==> config.mk <==
export PLATFORM = sky130hd
export DESIGN_NAME = tsc_trigger_capture
export DESIGN_NICKNAME = d
export VERILOG_FILES = /design/src/rtl/tsc_pkg.sv /design/src/rtl/tsc_trigger_capture_ring_buf.sv /design/src/rtl/tsc_trigger_capture.sv
export SDC_FILE = /design/constraint.sdc
export NUM_CORES = 1
export LEC_CHECK = 0
export CORE_ASPECT_RATIO = 0.6
export CORE_MARGIN = 3
export CORE_UTILIZATION = 45
export CTS_BUF_LIST = sky130_fd_sc_hd__clkbuf_4
export DETAILED_ROUTE_END_ITERATION = 6
export SKIP_LAST_GASP = 1
export SLEW_MARGIN = 30
export SYNTH_ARGS = -nofsm -noshare
export SYNTH_HDL_FRONTEND = slang
export SYNTH_HIERARCHICAL = 1
export SYNTH_SLANG_ARGS = --single-unit
==> constraint.sdc <==
create_clock -name i_clk -period 3.4 [get_ports i_clk]
set_input_delay 1.02 -clock i_clk [delete_from_list [all_inputs] [get_ports i_clk]]
set_output_delay 1.02 -clock i_clk [all_outputs]
set_load 0.01 [all_outputs]
==> src/rtl/tsc_pkg.sv <==
// Shared types and widths for the trigger-and-capture controller.
package tsc_pkg;

  localparam int ADC_W = 12;
  localparam int TS_W  = 32;

  typedef enum logic [2:0] {
    IDLE  = 3'd0,
    REQ   = 3'd1,
    WAIT  = 3'd2,
    STORE = 3'd3,
    GAP   = 3'd4,
    DONE  = 3'd5
  } tsc_state_t;

endpackage

==> src/rtl/tsc_trigger_capture_ring_buf.sv <==
// Capture RAM: one write port, one registered read port.
module tsc_ring_buf
  import tsc_pkg::*;
#(
  parameter int DEPTH = 32,
  parameter int AW    = $clog2(DEPTH)
) (
  input  logic             i_clk,
  input  logic             i_rst_n,
  input  logic             i_wr_en,
  input  logic [AW-1:0]    i_wr_addr,
  input  logic [ADC_W-1:0] i_wr_data,
  input  logic             i_rd_en,
  input  logic [AW-1:0]    i_rd_addr,
  output logic [ADC_W-1:0] o_rd_data
);

  logic [ADC_W-1:0] r_mem [DEPTH];
  logic [ADC_W-1:0] r_rd_data;

  always_ff @(posedge i_clk) begin
    if (i_wr_en) r_mem[i_wr_addr] <= i_wr_data;
  end

  // Only the output register is reset; the array contents are don't-care.
  always_ff @(posedge i_clk or negedge i_rst_n) begin
    if (!i_rst_n)     r_rd_data <= '0;
    else if (i_rd_en) r_rd_data <= r_mem[i_rd_addr];
  end

  assign o_rd_data = r_rd_data;

endmodule

==> src/rtl/tsc_trigger_capture.sv <==
// Paces ADC samples into a circular pre-trigger buffer, captures the
// post-trigger window on a threshold crossing, then streams it out oldest-first.
module tsc_trigger_capture
  import tsc_pkg::*;
#(
  parameter int DEPTH       = 32,
  parameter int PRE         = 16,
  parameter int SAMPLE_DIV  = 8,
  parameter int RDY_TIMEOUT = 15
) (
  input  logic             i_clk,
  input  logic             i_rst_n,
  input  logic             i_start,
  input  logic [ADC_W-1:0] i_threshold,
  output logic             o_adc_req,
  input  logic             i_adc_rdy,
  input  logic [ADC_W-1:0] i_adc_dat,
  output logic             o_busy,
  output logic             o_triggered,
  output logic [TS_W-1:0]  o_timestamp,
  output logic             o_done,
  input  logic             i_rd_req,
  output logic             o_rd_valid,
  output logic [ADC_W-1:0] o_rd_data,
  output logic             o_err,
  output logic [2:0]       o_state
);

  localparam int AW   = $clog2(DEPTH);
  localparam int FW   = AW + 1;
  localparam int POST = DEPTH - PRE;
  localparam int DVW  = $clog2(SAMPLE_DIV) + 1;
  localparam int TOW  = $clog2(RDY_TIMEOUT + 1) + 1;

  localparam logic [2:0] ST_IDLE  = IDLE;
  localparam logic [2:0] ST_REQ   = REQ;
  localparam logic [2:0] ST_WAIT  = WAIT;
  localparam logic [2:0] ST_STORE = STORE;
  localparam logic [2:0] ST_GAP   = GAP;
  localparam logic [2:0] ST_DONE  = DONE;

  logic [2:0]       r_state;
  logic [2:0]       w_next;
  logic [TS_W-1:0]  r_cycle;
  logic             r_rdy_m;
  logic             r_rdy_s;
  logic [ADC_W-1:0] r_thresh;
  logic [ADC_W-1:0] r_sample;
  logic [TOW-1:0]   r_wait_cnt;
  logic [DVW-1:0]   r_div;
  logic [AW-1:0]    r_wptr;
  logic [AW-1:0]    r_rptr;
  logic [FW-1:0]    r_fill;
  logic [AW-1:0]    r_post;
  logic [AW-1:0]    r_rd_cnt;
  logic             r_rd_valid;
  logic             r_triggered;
  logic             r_err;
  logic [TS_W-1:0]  r_timestamp;

  logic             w_accept;
  logic             w_timeout;
  logic [FW-1:0]    w_fill_inc;
  logic             w_trig_hit;
  logic             w_rd_fire;

  // ADC handshake: req rises on REQ and stays high through WAIT; a word is
  // taken only when the synchronised rdy is seen with req already high for
  // two cycles, and req drops in STORE to close the transfer.
  assign w_accept   = (r_state == ST_WAIT) && r_rdy_s && (r_wait_cnt != '0);
  assign w_timeout  = (r_state == ST_WAIT) && !w_accept &&
                      (r_wait_cnt == TOW'(RDY_TIMEOUT - 1));
  assign w_fill_inc = (r_fill == FW'(DEPTH)) ? r_fill : r_fill + 1'b1;
  assign w_trig_hit = (r_state == ST_STORE) && !r_triggered &&
                      (w_fill_inc >= FW'(PRE)) && (r_sample > r_thresh);
  assign w_rd_fire  = (r_state == ST_DONE) && i_rd_req;

  always_comb begin
    w_next = r_state;
    case (r_state)
      ST_IDLE:  if (i_start) w_next = ST_REQ;
      ST_REQ:   w_next = ST_WAIT;
      ST_WAIT:  if (w_accept || w_timeout) w_next = ST_STORE;
      ST_STORE: begin
        if (w_trig_hit)                             w_next = (POST == 1) ? ST_DONE : ST_GAP;
        else if (r_triggered && r_post == AW'(1))   w_next = ST_DONE;
        else                                        w_next = ST_GAP;
      end
      ST_GAP:   if (r_div == DVW'(SAMPLE_DIV - 1)) w_next = ST_REQ;
      ST_DONE:  if (w_rd_fire && r_rd_cnt == AW'(DEPTH - 1)) w_next = ST_IDLE;
      default:  w_next = ST_IDLE;
    endcase
  end

  always_ff @(posedge i_clk or negedge i_rst_n) begin
    if (!i_rst_n) begin
      r_cycle <= '0;
      r_rdy_m <= 1'b0;
      r_rdy_s <= 1'b0;
      r_div   <= '0;
    end else begin
      r_cycle <= r_cycle + 1'b1;
      r_rdy_m <= i_adc_rdy;
      r_rdy_s <= r_rdy_m;
      // Measures the spacing between request starts; saturates once reached.
      if (w_next == ST_REQ)                     r_div <= '0;
      else if (r_div != DVW'(SAMPLE_DIV - 1))   r_div <= r_div + 1'b1;
    end
  end

  always_ff @(posedge i_clk or negedge i_rst_n) begin
    if (!i_rst_n) begin
      r_state     <= ST_IDLE;
      r_thresh    <= '0;
      r_sample    <= '0;
      r_wait_cnt  <= '0;
      r_wptr      <= '0;
      r_rptr      <= '0;
      r_fill      <= '0;
      r_post      <= '0;
      r_rd_cnt    <= '0;
      r_rd_valid  <= 1'b0;
      r_triggered <= 1'b0;
      r_err       <= 1'b0;
      r_timestamp <= '0;
    end else begin
      r_state    <= w_next;
      r_rd_valid <= w_rd_fire;
      case (r_state)
        ST_IDLE: begin
          if (i_start) begin
            r_triggered <= 1'b0;
            r_err       <= 1'b0;
            r_fill      <= '0;
            r_thresh    <= i_threshold;
          end
        end
        ST_REQ: r_wait_cnt <= '0;
        ST_WAIT: begin
          r_wait_cnt <= r_wait_cnt + 1'b1;
          if (w_accept) begin
            r_sample <= i_adc_dat;
          end else if (w_timeout) begin
            r_sample <= '0;
            r_err    <= 1'b1;
          end
        end
        ST_STORE: begin
          r_wptr <= r_wptr + 1'b1;
          r_fill <= w_fill_inc;
          if (w_trig_hit) begin
            r_triggered <= 1'b1;
            r_timestamp <= r_cycle;
            r_post      <= AW'(POST - 1);
          end else if (r_triggered) begin
            r_post <= r_post - 1'b1;
          end
          // The slot after the final write holds the oldest sample.
          if (w_next == ST_DONE) begin
            r_rptr   <= r_wptr + 1'b1;
            r_rd_cnt <= '0;
          end
        end
        ST_DONE: begin
          if (w_rd_fire) begin
            r_rptr   <= r_rptr + 1'b1;
            r_rd_cnt <= r_rd_cnt + 1'b1;
          end
        end
        default: ;
      endcase
    end
  end

  tsc_ring_buf #(
    .DEPTH (DEPTH),
    .AW    (AW)
  ) u_ring_buf (
    .i_clk     (i_clk),
    .i_rst_n   (i_rst_n),
    .i_wr_en   (r_state == ST_STORE),
    .i_wr_addr (r_wptr),
    .i_wr_data (r_sample),
    .i_rd_en   (w_rd_fire),
    .i_rd_addr (r_rptr),
    .o_rd_data (o_rd_data)
  );

  assign o_adc_req   = (r_state == ST_REQ) || (r_state == ST_WAIT);
  assign o_busy      = (r_state != ST_IDLE);
  assign o_done      = (r_state == ST_DONE);
  assign o_triggered = r_triggered;
  assign o_timestamp = r_timestamp;
  assign o_rd_valid  = r_rd_valid;
  assign o_err       = r_err;
  assign o_state     = r_state;

endmodule
==> impl_metrics.csv <==
group,metric,value,unit
routing,routedWlPerCell,22.2,um
synthesis,ys_top_cells_by_area,"edfxtp_1, dfrtp_1, mux2i_1",
routing,via_per_inst,5.47,
routing,drtIter0Drc,1195,
synthesis,synth_compound_area_frac,0.0668,
place,dpl_cell_area,0.0233,sq mm
synthesis,avgSynthCellArea,15.6,sq um
floorplan,start_util,0.460,
grt,gr-total-overflow,0,
finish,final_area,0.0249,sq mm
place,place.gp.congestion,0.838,
clock_tree,clkTransAtPathRegs,0.07,ns
run_status,status,"finished, final reports clean",
floorplan,dieWidth,288,um
finish,final_nets,1643,
floorplan,num_rows,61,
power_and_ir_drop,powerDensity,748,mW/mm^2
timing,maxSlewViolCount,0,
critical_path,reg2reg_depth,7,
job,cap_violations,0,
grt,grtUsageTotal,0.204,
floorplan,dieHeight,175,um
clock_tree,cts_tree,"done",
timing,setup-violations-final,0,
finish,drive_above_1_share,0.196,
critical_path,worstSetupPathType,"flop to primary output",
clock_tree,cts_num_sinks,527,
routing,drt_wl_total,51400,um
synthesis,synthTopCellsByCount,"edfxtp_1, mux2i_1, dfrtp_1",
synthesis,syn-cell-area,0.0215,sq mm
place,io_buffers,81,
hold_path,hold_class,"input port to async pin",
routing,drt_pass1_iterations,6,
synthesis,synth_most_common_cell,"edfxtp_1",
finish,stdcell_count,2313,
synthesis,synth_xor_area_frac,0.0183,
timing,worst_pin_slew,0.758,ns
place,placed_cells,2092,
floorplan,core_area,0.0468,sq mm
grt,grt_max_degree,81,
synthesis,ys_ff_latch,527,
clock_tree,cts_max_path_buffers,3,
timing,clock.fmax,303,MHz
synthesis,synth_top_cell_area_share,0.535,
power_and_ir_drop,worst_ir_drop_vdd,0.000489,V
critical_path,worstPathCellList,"buf_4 -> or3_1 -> clkdlybuf4s50_1",
synthesis,syn_inst,1379,
finish,multi_input_area,0.00590,sq mm
synthesis,synthFlopType,"edfxtp_1",
synthesis,synth_seq_area_share,0.701,
synthesis,synth_edf_count,384,
routing,drc,0,
synthesis,yosys_warnings,6,
critical_path,slowest_delay,0.50,ns
finish,regArea,0.0151,sq mm
floorplan,dieArea,0.0506,sq mm
critical_path,r2r_slack,0.88,ns
critical_path,critPathCaptureType,"primary output",
timing,finalHoldViolations,0,
critical_path,cp.required,2.38,ns
grt,grt_pass1_vias,12300,
power_and_ir_drop,finalPower,0.0186,W
timing,min_period,3.30,ns
clock_tree,cts_buffers,116,
synthesis,syn_nets,1433,
critical_path,r2r_end,"u_ring_buf/o_rd_data[4]",
timing,setup_tns,0,ns
grt,antenna_found_initial,1,
routing,num_vias,12600,
synthesis,synth-simple-area-share,0.0557,
clock_tree,root_buffer,"clkbuf_4",
finish,fillerInstances,3837,
clock_tree,h-tree-depth,3,
finish,syn2layout_area_growth,15.7,%
synthesis,synth_top_family_by_area,"multiplexers",
synthesis,synth.distinct_cells,55,
grt,grt_pass1_wl,77100,um
place,dp_hpwl,31800,um
timing,finalCritPeriodShare,0.971,
routing,drtAntennaViolNets,0,
timing,max-slew-margin-rel,0.490,
critical_path,crit_slowest_cell,"clkdlybuf4s50_1",
clock_tree,clock_latency,0.82,ns
synthesis,async_reset_ff_frac,0.271,
synthesis,synth.area.mux_share,0.117,
power_and_ir_drop,power.leakage,10.1,nW
critical_path,timing.rr.start,"r_rptr[0]",
critical_path,crit_arrival,2.28,ns
synthesis,yosysTopAreaCell,"edfxtp_1",
critical_path,path_max_fanout,8,
timing,finalClockSkew,0.0400,ns
floorplan,ios,82,
synthesis,synth_fa_ha_area_frac,0.0145,
timing,timing.hold.ws,0.253,ns
critical_path,critPathLaunchType,"flop",
## logic make-up after synthesis
kind of cell             Yosys count
multiplexers                     240
XOR/XNOR                          45
AND/OR/NAND/NOR                  227
flip-flops                       527
buffers and inverters             92
AO/OA/AOI/OAI                    223
adder cells (fa/ha/maj)           25
## power breakdown
group	internal [W]	switching (W)	total, W
Combinational	0.00196	0.00336	0.00533
Clock	0.00255	0.00240	0.00495
Sequential	0.00791	0.000462	0.00837
## sequential cells by signal (all words and copies together) (netlist names), 3 cells and up
signal and count:
u_ring_buf/r_mem 384, r_wptr 5, u_ring_buf/o_rd_data 12, r_div 4
o_state 3, r_post 5, r_rd_cnt 5, r_thresh 12
r_wait_cnt 5, r_rptr 5, r_sample 12, o_timestamp 32
r_fill 6, r_cycle 32
## layout make-up
cell class,count,share of cell area
sequential,527,0.607
tap,630,0.0316
clock buffer,180,0.0542
timing repair buffer,155,0.0589
multi-input combinational,760,0.237
clock inverter,27,0.00678
inverter,29,0.00447
antenna,5,0.000502
## worst max path at each step
| stage | from | end | slack, ns | cells past startpoint |
|---|---|---|---|---|
| after floorplan | o_state[2] | u_ring_buf/r_mem[0][0] | 0.78 | 7 |
| after global placement | i_rd_req | r_rptr[0] | 0.72 | 7 |
| after detailed placement | o_state[0] | o_done | 0.70 | 3 |
| after CTS | o_state[2] | o_done | 0.004 | 3 |
| after global routing | o_state[1] | o_adc_req | -0.006 | 4 |
| final | o_state[0] | o_busy | 0.1 | 3 |
## through the flow
step	util	setup slack, ns
after floorplan	-	0.783
after global placement	0.498	0.724
after detailed placement	0.498	0.700
after CTS	0.531	0.00427
after global routing	0.532	-0.00570
final	0.533	0.0973
## cell usage in the layout, fill, tap and decap left out, types with 27 or more instances in the layout
| cell type | n |
|---|---|
| nand2_1 | 48 |
| o21ai_0 | 39 |
| dfrtp_1 | 139 |
| a21oi_1 | 60 |
| inv_1 | 27 |
| edfxtp_1 | 384 |
| buf_4 | 66 |
| mux2i_1 | 195 |
| xnor2_1 | 33 |
| nor2_1 | 55 |
| mux2_2 | 31 |
| clkdlybuf4s50_1 | 80 |
| a22oi_1 | 96 |
| clkbuf_4 | 180 |
## routing by layer
metal	vias to the layer above	part of all wire	GRT usage
met4	0	0.016	0.0533
met3	66	0.064	0.0457
li1	5796	-	-
met1	6379	0.50	0.325
met2	408	0.42	0.279
met5	-	0	0
## critical path: cells and delay by family, from the launching register on
family / cells / cell delay [ns]
buf+inv: 2 / 0.66
simple gates: 1 / 0.36
flops: 1 / 0.46
## what timing repair did
item	4_1_cts	5_1_grt
endpoints found under the setup margin	2	2
gates resized for setup	2	2
gates cloned	0	0
hold buffers	0	0
setup buffers	1	8
No activity file was read; power rests on OpenSTA's default activity.
